===== src/rtl/tern_serial_add_ctrl_if.sv =====
// rtl/tern_serial_add_ctrl_if.sv - start/busy/done handshake and operand/result bus of tern_serial_add_ctrl
// Optional feature macro: TERN_SUB_EN (adds the sub request bit).
// Signals:
//   start        request, sampled by the controller only when idle
//   a, b         operands, 2 bits per trit, trit k at [2k+1:2k] (00=0, 01=1, 10=2)
//   cin          carry into trit 0
//   sub          (TERN_SUB_EN only) select A-B
//   busy, done   controller status; done is a one-cycle pulse
//   sum, cout    result trits and carry out of the top trit
//   err          an operand carried the illegal code 11
// Modports: master = requester side, slave = controller side.
interface tern_serial_add_ctrl_if #(
   parameter int NPAIRS = 4
);
   logic                  start;
   logic [4*NPAIRS-1:0]   a;
   logic [4*NPAIRS-1:0]   b;
   logic                  cin;
`ifdef TERN_SUB_EN
   logic                  sub;
`endif
   logic                  busy;
   logic                  done;
   logic [4*NPAIRS-1:0]   sum;
   logic                  cout;
   logic                  err;

`ifdef TERN_SUB_EN
   modport master (output start, a, b, cin, sub, input busy, done, sum, cout, err);
   modport slave  (input start, a, b, cin, sub, output busy, done, sum, cout, err);
`else
   modport master (output start, a, b, cin, input busy, done, sum, cout, err);
   modport slave  (input start, a, b, cin, output busy, done, sum, cout, err);
`endif
endinterface


===== src/rtl/tern_serial_add_ctrl.sv =====
// rtl/tern_serial_add_ctrl.sv - serial sequencer driving one 2-trit carry-lookahead ternary adder slice
// Optional feature macro: TERN_SUB_EN (A-B via trit complement and forced carry-in).
// Ports:
//   clk     rising-edge clock
//   reset   synchronous, active-high reset
//   bus     tern_serial_add_ctrl_if.slave: start/a/b/cin[/sub] in, busy/done/sum/cout/err out
// Parameter:
//   NPAIRS  number of 2-trit pairs per operand (>= 1)
module tern_serial_add_ctrl #(
   parameter int NPAIRS = 4
) (
   input  logic                   clk,
   input  logic                   reset,
   tern_serial_add_ctrl_if.slave  bus
);
   localparam int W  = 4 * NPAIRS;
   localparam int CW = (NPAIRS > 1) ? $clog2(NPAIRS) : 1;
   localparam logic [CW-1:0] LAST_PAIR = CW'(NPAIRS - 1);

   localparam logic [1:0] S_IDLE = 2'd0;
   localparam logic [1:0] S_RUN  = 2'd1;
   localparam logic [1:0] S_DONE = 2'd2;

   logic [1:0]    state;
   logic [CW-1:0] cnt;
   logic          carry_q;
   logic [W-1:0]  a_q;
   logic [W-1:0]  b_q;
   logic [W-1:0]  sum_q;
   logic          cout_q;
   logic          done_q;
   logic          err_q;

   // Operand clean-up at latch time: illegal 11 trits become 0 and flag err.
   logic [W-1:0]  a_clean;
   logic [W-1:0]  b_clean;
   logic [W-1:0]  b_eff;
   logic          illegal;
   logic          carry_init;

   always_comb begin
      a_clean = bus.a;
      b_clean = bus.b;
      illegal = 1'b0;
      for (int k = 0; k < 2*NPAIRS; k++) begin
         if (bus.a[2*k +: 2] == 2'b11) begin
            a_clean[2*k +: 2] = 2'b00;
            illegal           = 1'b1;
         end
         if (bus.b[2*k +: 2] == 2'b11) begin
            b_clean[2*k +: 2] = 2'b00;
            illegal           = 1'b1;
         end
      end
   end

`ifdef TERN_SUB_EN
   // A-B = A + (3^n-1-B) + 1: per-trit complement 2-d, carry-in forced to 1.
   always_comb begin
      b_eff = b_clean;
      if (bus.sub) begin
         for (int k = 0; k < 2*NPAIRS; k++) begin
            b_eff[2*k +: 2] = 2'd2 - b_clean[2*k +: 2];
         end
      end
   end
   assign carry_init = bus.sub ? 1'b1 : bus.cin;
`else
   assign b_eff      = b_clean;
   assign carry_init = bus.cin;
`endif

   // Adder slice for the pair selected by cnt.
   logic [CW+1:0] idx;
   logic [1:0]    a0, a1, b0, b1;
   logic [2:0]    ab0, ab1, t0, t1;
   logic          g0, p0, g1, p1, c1;
   logic [1:0]    s_lo, s_hi;
   logic          slice_cout;

   assign idx = {cnt, 2'b00};

   always_comb begin
      a0  = a_q[idx +: 2];
      a1  = a_q[idx + 2 +: 2];
      b0  = b_q[idx +: 2];
      b1  = b_q[idx + 2 +: 2];
      ab0 = {1'b0, a0} + {1'b0, b0};
      ab1 = {1'b0, a1} + {1'b0, b1};
      // Generate: the trit pair already overflows; propagate: it sums to 2,
      // so an incoming carry ripples through.
      g0  = (ab0 >= 3'd3);
      p0  = (ab0 == 3'd2);
      g1  = (ab1 >= 3'd3);
      p1  = (ab1 == 3'd2);
      c1  = g0 | (p0 & carry_q);
      t0  = ab0 + {2'b00, carry_q};
      t1  = ab1 + {2'b00, c1};
      s_lo = 2'((t0 >= 3'd3) ? (t0 - 3'd3) : t0);
      s_hi = 2'((t1 >= 3'd3) ? (t1 - 3'd3) : t1);
      slice_cout = g1 | (p1 & g0) | (p1 & p0 & carry_q);
   end

   always_ff @(posedge clk) begin
      if (reset) begin
         state   <= S_IDLE;
         cnt     <= '0;
         carry_q <= 1'b0;
         a_q     <= '0;
         b_q     <= '0;
         sum_q   <= '0;
         cout_q  <= 1'b0;
         done_q  <= 1'b0;
         err_q   <= 1'b0;
      end else begin
         done_q <= 1'b0;
         case (state)
            S_IDLE: begin
               if (bus.start) begin
                  a_q     <= a_clean;
                  b_q     <= b_eff;
                  err_q   <= illegal;
                  carry_q <= carry_init;
                  cnt     <= '0;
                  sum_q   <= '0;
                  cout_q  <= 1'b0;
                  state   <= S_RUN;
               end
            end
            S_RUN: begin
               sum_q[idx +: 4] <= {s_hi, s_lo};
               carry_q         <= slice_cout;
               cnt             <= cnt + CW'(1);
               if (cnt == LAST_PAIR) begin
                  state <= S_DONE;
               end
            end
            S_DONE: begin
               // Registered outputs: cout and the done pulse appear on the
               // cycle after this edge, together with the idle state.
               cout_q <= carry_q;
               done_q <= 1'b1;
               state  <= S_IDLE;
            end
            default: state <= S_IDLE;
         endcase
      end
   end

   assign bus.busy = (state == S_RUN) || (state == S_DONE);
   assign bus.done = done_q;
   assign bus.sum  = sum_q;
   assign bus.cout = cout_q;
   assign bus.err  = err_q;
endmodule

===== src/flat_wrapper.sv =====
// flat-port wrapper written by rule: the top's interface ports become plain ports
module tern_serial_add_ctrl_flat 
#(
   parameter int NPAIRS = 4
)
  (clk, reset, bus_start, bus_a, bus_b, bus_cin, bus_busy, bus_done, bus_sum, bus_cout, bus_err);
  tern_serial_add_ctrl_if #(.NPAIRS(NPAIRS)) bus_i ();
  input  logic clk;
  input  logic reset;
  input wire logic [$bits(bus_i.start)-1:0] bus_start;
  input wire logic [$bits(bus_i.a)-1:0] bus_a;
  input wire logic [$bits(bus_i.b)-1:0] bus_b;
  input wire logic [$bits(bus_i.cin)-1:0] bus_cin;
  output wire logic [$bits(bus_i.busy)-1:0] bus_busy;
  output wire logic [$bits(bus_i.done)-1:0] bus_done;
  output wire logic [$bits(bus_i.sum)-1:0] bus_sum;
  output wire logic [$bits(bus_i.cout)-1:0] bus_cout;
  output wire logic [$bits(bus_i.err)-1:0] bus_err;
  assign bus_i.start = bus_start;
  assign bus_i.a = bus_a;
  assign bus_i.b = bus_b;
  assign bus_i.cin = bus_cin;
  assign bus_busy = bus_i.busy;
  assign bus_done = bus_i.done;
  assign bus_sum = bus_i.sum;
  assign bus_cout = bus_i.cout;
  assign bus_err = bus_i.err;
  tern_serial_add_ctrl #(.NPAIRS(NPAIRS)) u_core (.clk(clk), .reset(reset), .bus(bus_i));
endmodule

===== config.mk =====
export PLATFORM = sky130hd
export DESIGN_NAME = tern_serial_add_ctrl_flat
export DESIGN_NICKNAME = d
export VERILOG_FILES = /design/src/rtl/tern_serial_add_ctrl_if.sv /design/src/rtl/tern_serial_add_ctrl.sv /design/src/flat_wrapper.sv
export SDC_FILE = /design/constraint.sdc
export NUM_CORES = 1
export LEC_CHECK = 0
export ABC_AREA = 1
export BUFFER_PORTS_ARGS = -buffer_cell sky130_fd_sc_hd__buf_2
export CAP_MARGIN = 0
export CELL_PAD_IN_SITES_DETAIL_PLACEMENT = 0
export CELL_PAD_IN_SITES_GLOBAL_PLACEMENT = 1
export CORE_UTILIZATION = 35
export CTS_CLUSTER_DIAMETER = 80
export CTS_CLUSTER_SIZE = 30
export DETAILED_ROUTE_END_ITERATION = 8
export PLACE_DENSITY = 0.78
export REMOVE_ABC_BUFFERS = 1
export SLEW_MARGIN = 0
export SYNTH_ARGS = -nofsm -noshare
export SYNTH_HDL_FRONTEND = slang
export SYNTH_SLANG_ARGS = --single-unit

===== constraint.sdc =====
create_clock -name clk -period 5.3 [get_ports clk]
set_input_delay 0.795 -clock clk [delete_from_list [all_inputs] [get_ports clk]]
set_output_delay 0.795 -clock clk [all_outputs]
set_load 0.02 [all_outputs]

==> results.ini <==
[yosys]
synthArstFlopShare_pct = 0
synth_area_um2 = 2900
synth_cells = 383
synth_edf_count = 0
synth.distinct_cells = 29
ys_seq_area_share_pct = 38.6
yosysTopAreaCell = dfxtp_1
synth_area_leaders = dfxtp_1, nand2_1, a21oi_1
ys.flop_type = dfxtp_1
ys_warn_count = 0
syn_avg_cell_area_um2 = 7.58
synth_top_area_share_pct = 38.6
synth_common_cells = nand2_1, dfxtp_1, a21oi_1
yosysMostFrequentCell = nand2_1
ys_seq_elements = 56

[flow_run]
maxCapViolations = 0

[power]
powerDensity_nw_per_um2 = 279
leakage_nw = 1.56
vdd_drop_max_mv = 0.113

[setup_path]
end_kind = flip-flop
crit_type = flip-flop to flip-flop
cp-start-kind = flip-flop
cp.arrival_ps = 4140
startpoint = u_core.cnt[0]$_SDFFE_PP0P_
crit_fanout = 31
reg2reg_from = u_core.cnt[0]$_SDFFE_PP0P_
cp.required_ps = 5530
r2r_slack_ps = 1390

[routing]
drtPass1Iterations = 4
wire_per_inst_um = 13.0
postRouteAntennaNets = 0
viasPerCell = 5.08
drc = 0
wl_mm = 6.86
via_count = 2689
drt_first_iter_violations = 121

[status]
status = finished clean

[final_layout]
fin_area_um2 = 3300
diodes = 0
finalNonFillerCells = 529
nets = 480
drive_gt1_share_pct = 16.9
post-route-util_pct = 41.8
syn2layout_area_growth_pct = 13.6

[clock_tree]
cts_root_buf = clkbuf_8
tritoncts = done
cts_hold_buf = 0
ctsHtreeMaxLevel = 2
clkLatencyLatePin_ps = 310
ctsResizeCount = 0
numClockSinks = 56
postCtsSetupRepairBufs = 0
clk_pin_slew_ps = 100
cts_buffers = 5
clockBufferDepth = 2

[timing]
hold_ws_ps = 468
fin_tns_setup_ps = 0
max_clock_freq_mhz = 256
period_minus_slack_ps = 3910
grt_setup_unrepaired = false
fin_crit_sh_pct = 73.8
hold_violations = 0
setup_violations = 0
slew_headroom_pct = 49.9
finalClockSkew_ps = 10.1
worst_slew_pin_slew_ps = 752
slew_violations = 0

[hold_path]
hold_class = flip-flop to flip-flop
hold_path.startpoint = u_core.bus.sum[12]$_SDFFE_PP0P_

[placement]
portBuffers = 55
placed_cell_area_um2 = 3220
dpl.cell_count = 522
dpl.hpwl_mm = 5.08
gp_congestion = 0.787

[floorplanning]
core_area_um2 = 7890
die_y_um = 93.1
chipWidth_um = 93.1
initial_core_util_pct = 36.8
dieArea_um2 = 8660
rows = 32
ios = 56

[global_route]
grt_max_degree = 51
globalRoute.totalOverflow = 0
grt_usage_pct = 16.9
grt_pass1_wl_mm = 11.8
grt_pass1_vias = 2538
antenna_found_initial = 0

-- cell usage in the layout, fill, tap and decap left out --
master     n
a21oi_1   46
or2_2      1
o21ai_0   30
inv_6      1
a211oi_1   2
nor3_4     2
dfxtp_1   56
fa_1       2
inv_1     34
nor2_4     1
nor2_1    10
inv_2      3
o211a_1   16
nand4_1   11
nand2_2    1
clkbuf_1   1
clkinv_1   2
o22ai_1    4
ha_1      15
nand3_1   31
o21ai_2    1
o21ai_4    1
o211ai_1   1
a32o_1     4
clkbuf_8   5
nor3_1     1
buf_2     55
nand2_1   89
buf_4      1
-- layer usage --
layer | vias up | GRT usage, % | share of wire [%]
li1 | 1390 | - | -
met1 | 1255 | 22.9 | 51
met2 | 39 | 28.1 | 45
met3 | 5 | 2.68 | 3.7
met4 | 0 | 3.85 | 0.76
met5 | - | 0 | 0
-- metrics by stage --
stage          power [W]  setup WS (ps)
4_1_cts         0.000928           1440
2_1_floorplan   0.000621           1480
6_report        0.000919           1390
5_1_grt         0.000982            993
3_5_place_dp    0.000697           1460
3_3_place_gp    0.000693           1620
-- final timing paths --
kind	endpoint	depth (start not counted)
setup / recovery	u_core.bus.sum[6]$_SDFFE_PP0P_	18
hold / removal	u_core.bus.sum[12]$_SDFFE_PP0P_	2
setup reg to reg	u_core.bus.sum[6]$_SDFFE_PP0P_	18
hold reg to reg	u_core.bus.sum[12]$_SDFFE_PP0P_	2
-- final cells by class --
cell class | instances | area [um2]
Clock inverter | 1 | 8.76
Sequential cell | 56 | 1120
Inverter | 39 | 146
Tap cell | 102 | 128
Timing Repair Buffer | 56 | 283
Clock buffer | 6 | 72.6
Multi-Input combinational cell | 269 | 1540
Fill cell | 858 | 4590
-- where the power goes --
part	switching, W	internal (W)	total, W
Clock	0.000138	0.0000930	0.000231
Sequential	0.0000126	0.000441	0.000453
Combinational	0.000156	0.0000786	0.000234
Total	0.000307	0.000612	0.000919
-- worst max-delay path, cell delays in order (launching register included) --
cell and delay, ps:
dfxtp_1 320, buf_4 320, clkinv_1 470, o21ai_0 370, o22ai_1 110, ha_1 190, inv_1 60, fa_1 400
inv_1 80, o21ai_0 80, nand2_1 80, ha_1 150, ha_1 260, ha_1 190, a21oi_1 200, nand3_1 130
nand2_1 170, nand4_1 110, a21oi_1 140
-- cells by family (layout without fill, tap and decap cells) --
family | count (synthesis) | count (layout) | synth area share [%]
AND/OR/NAND/NOR | 147 | 147 | 22.6
flip-flops | 56 | 56 | 38.6
buffers and inverters | 58 | 102 | 8.41
AO/OA/AOI/OAI | 105 | 105 | 22.5
adder cells (fa/ha/maj) | 17 | 17 | 7.84
-- registers in the layout, indices dropped and copies added (netlist names) --
signal,count
u_core.a_q,16
u_core.bus.cout,1
u_core.bus.done,1
u_core.bus.sum,16
u_core.carry_q,1
u_core.cnt,2
u_core.b_q,16
u_core.state,2
u_core.bus.err,1
Power figures use the tool's default switching activity.
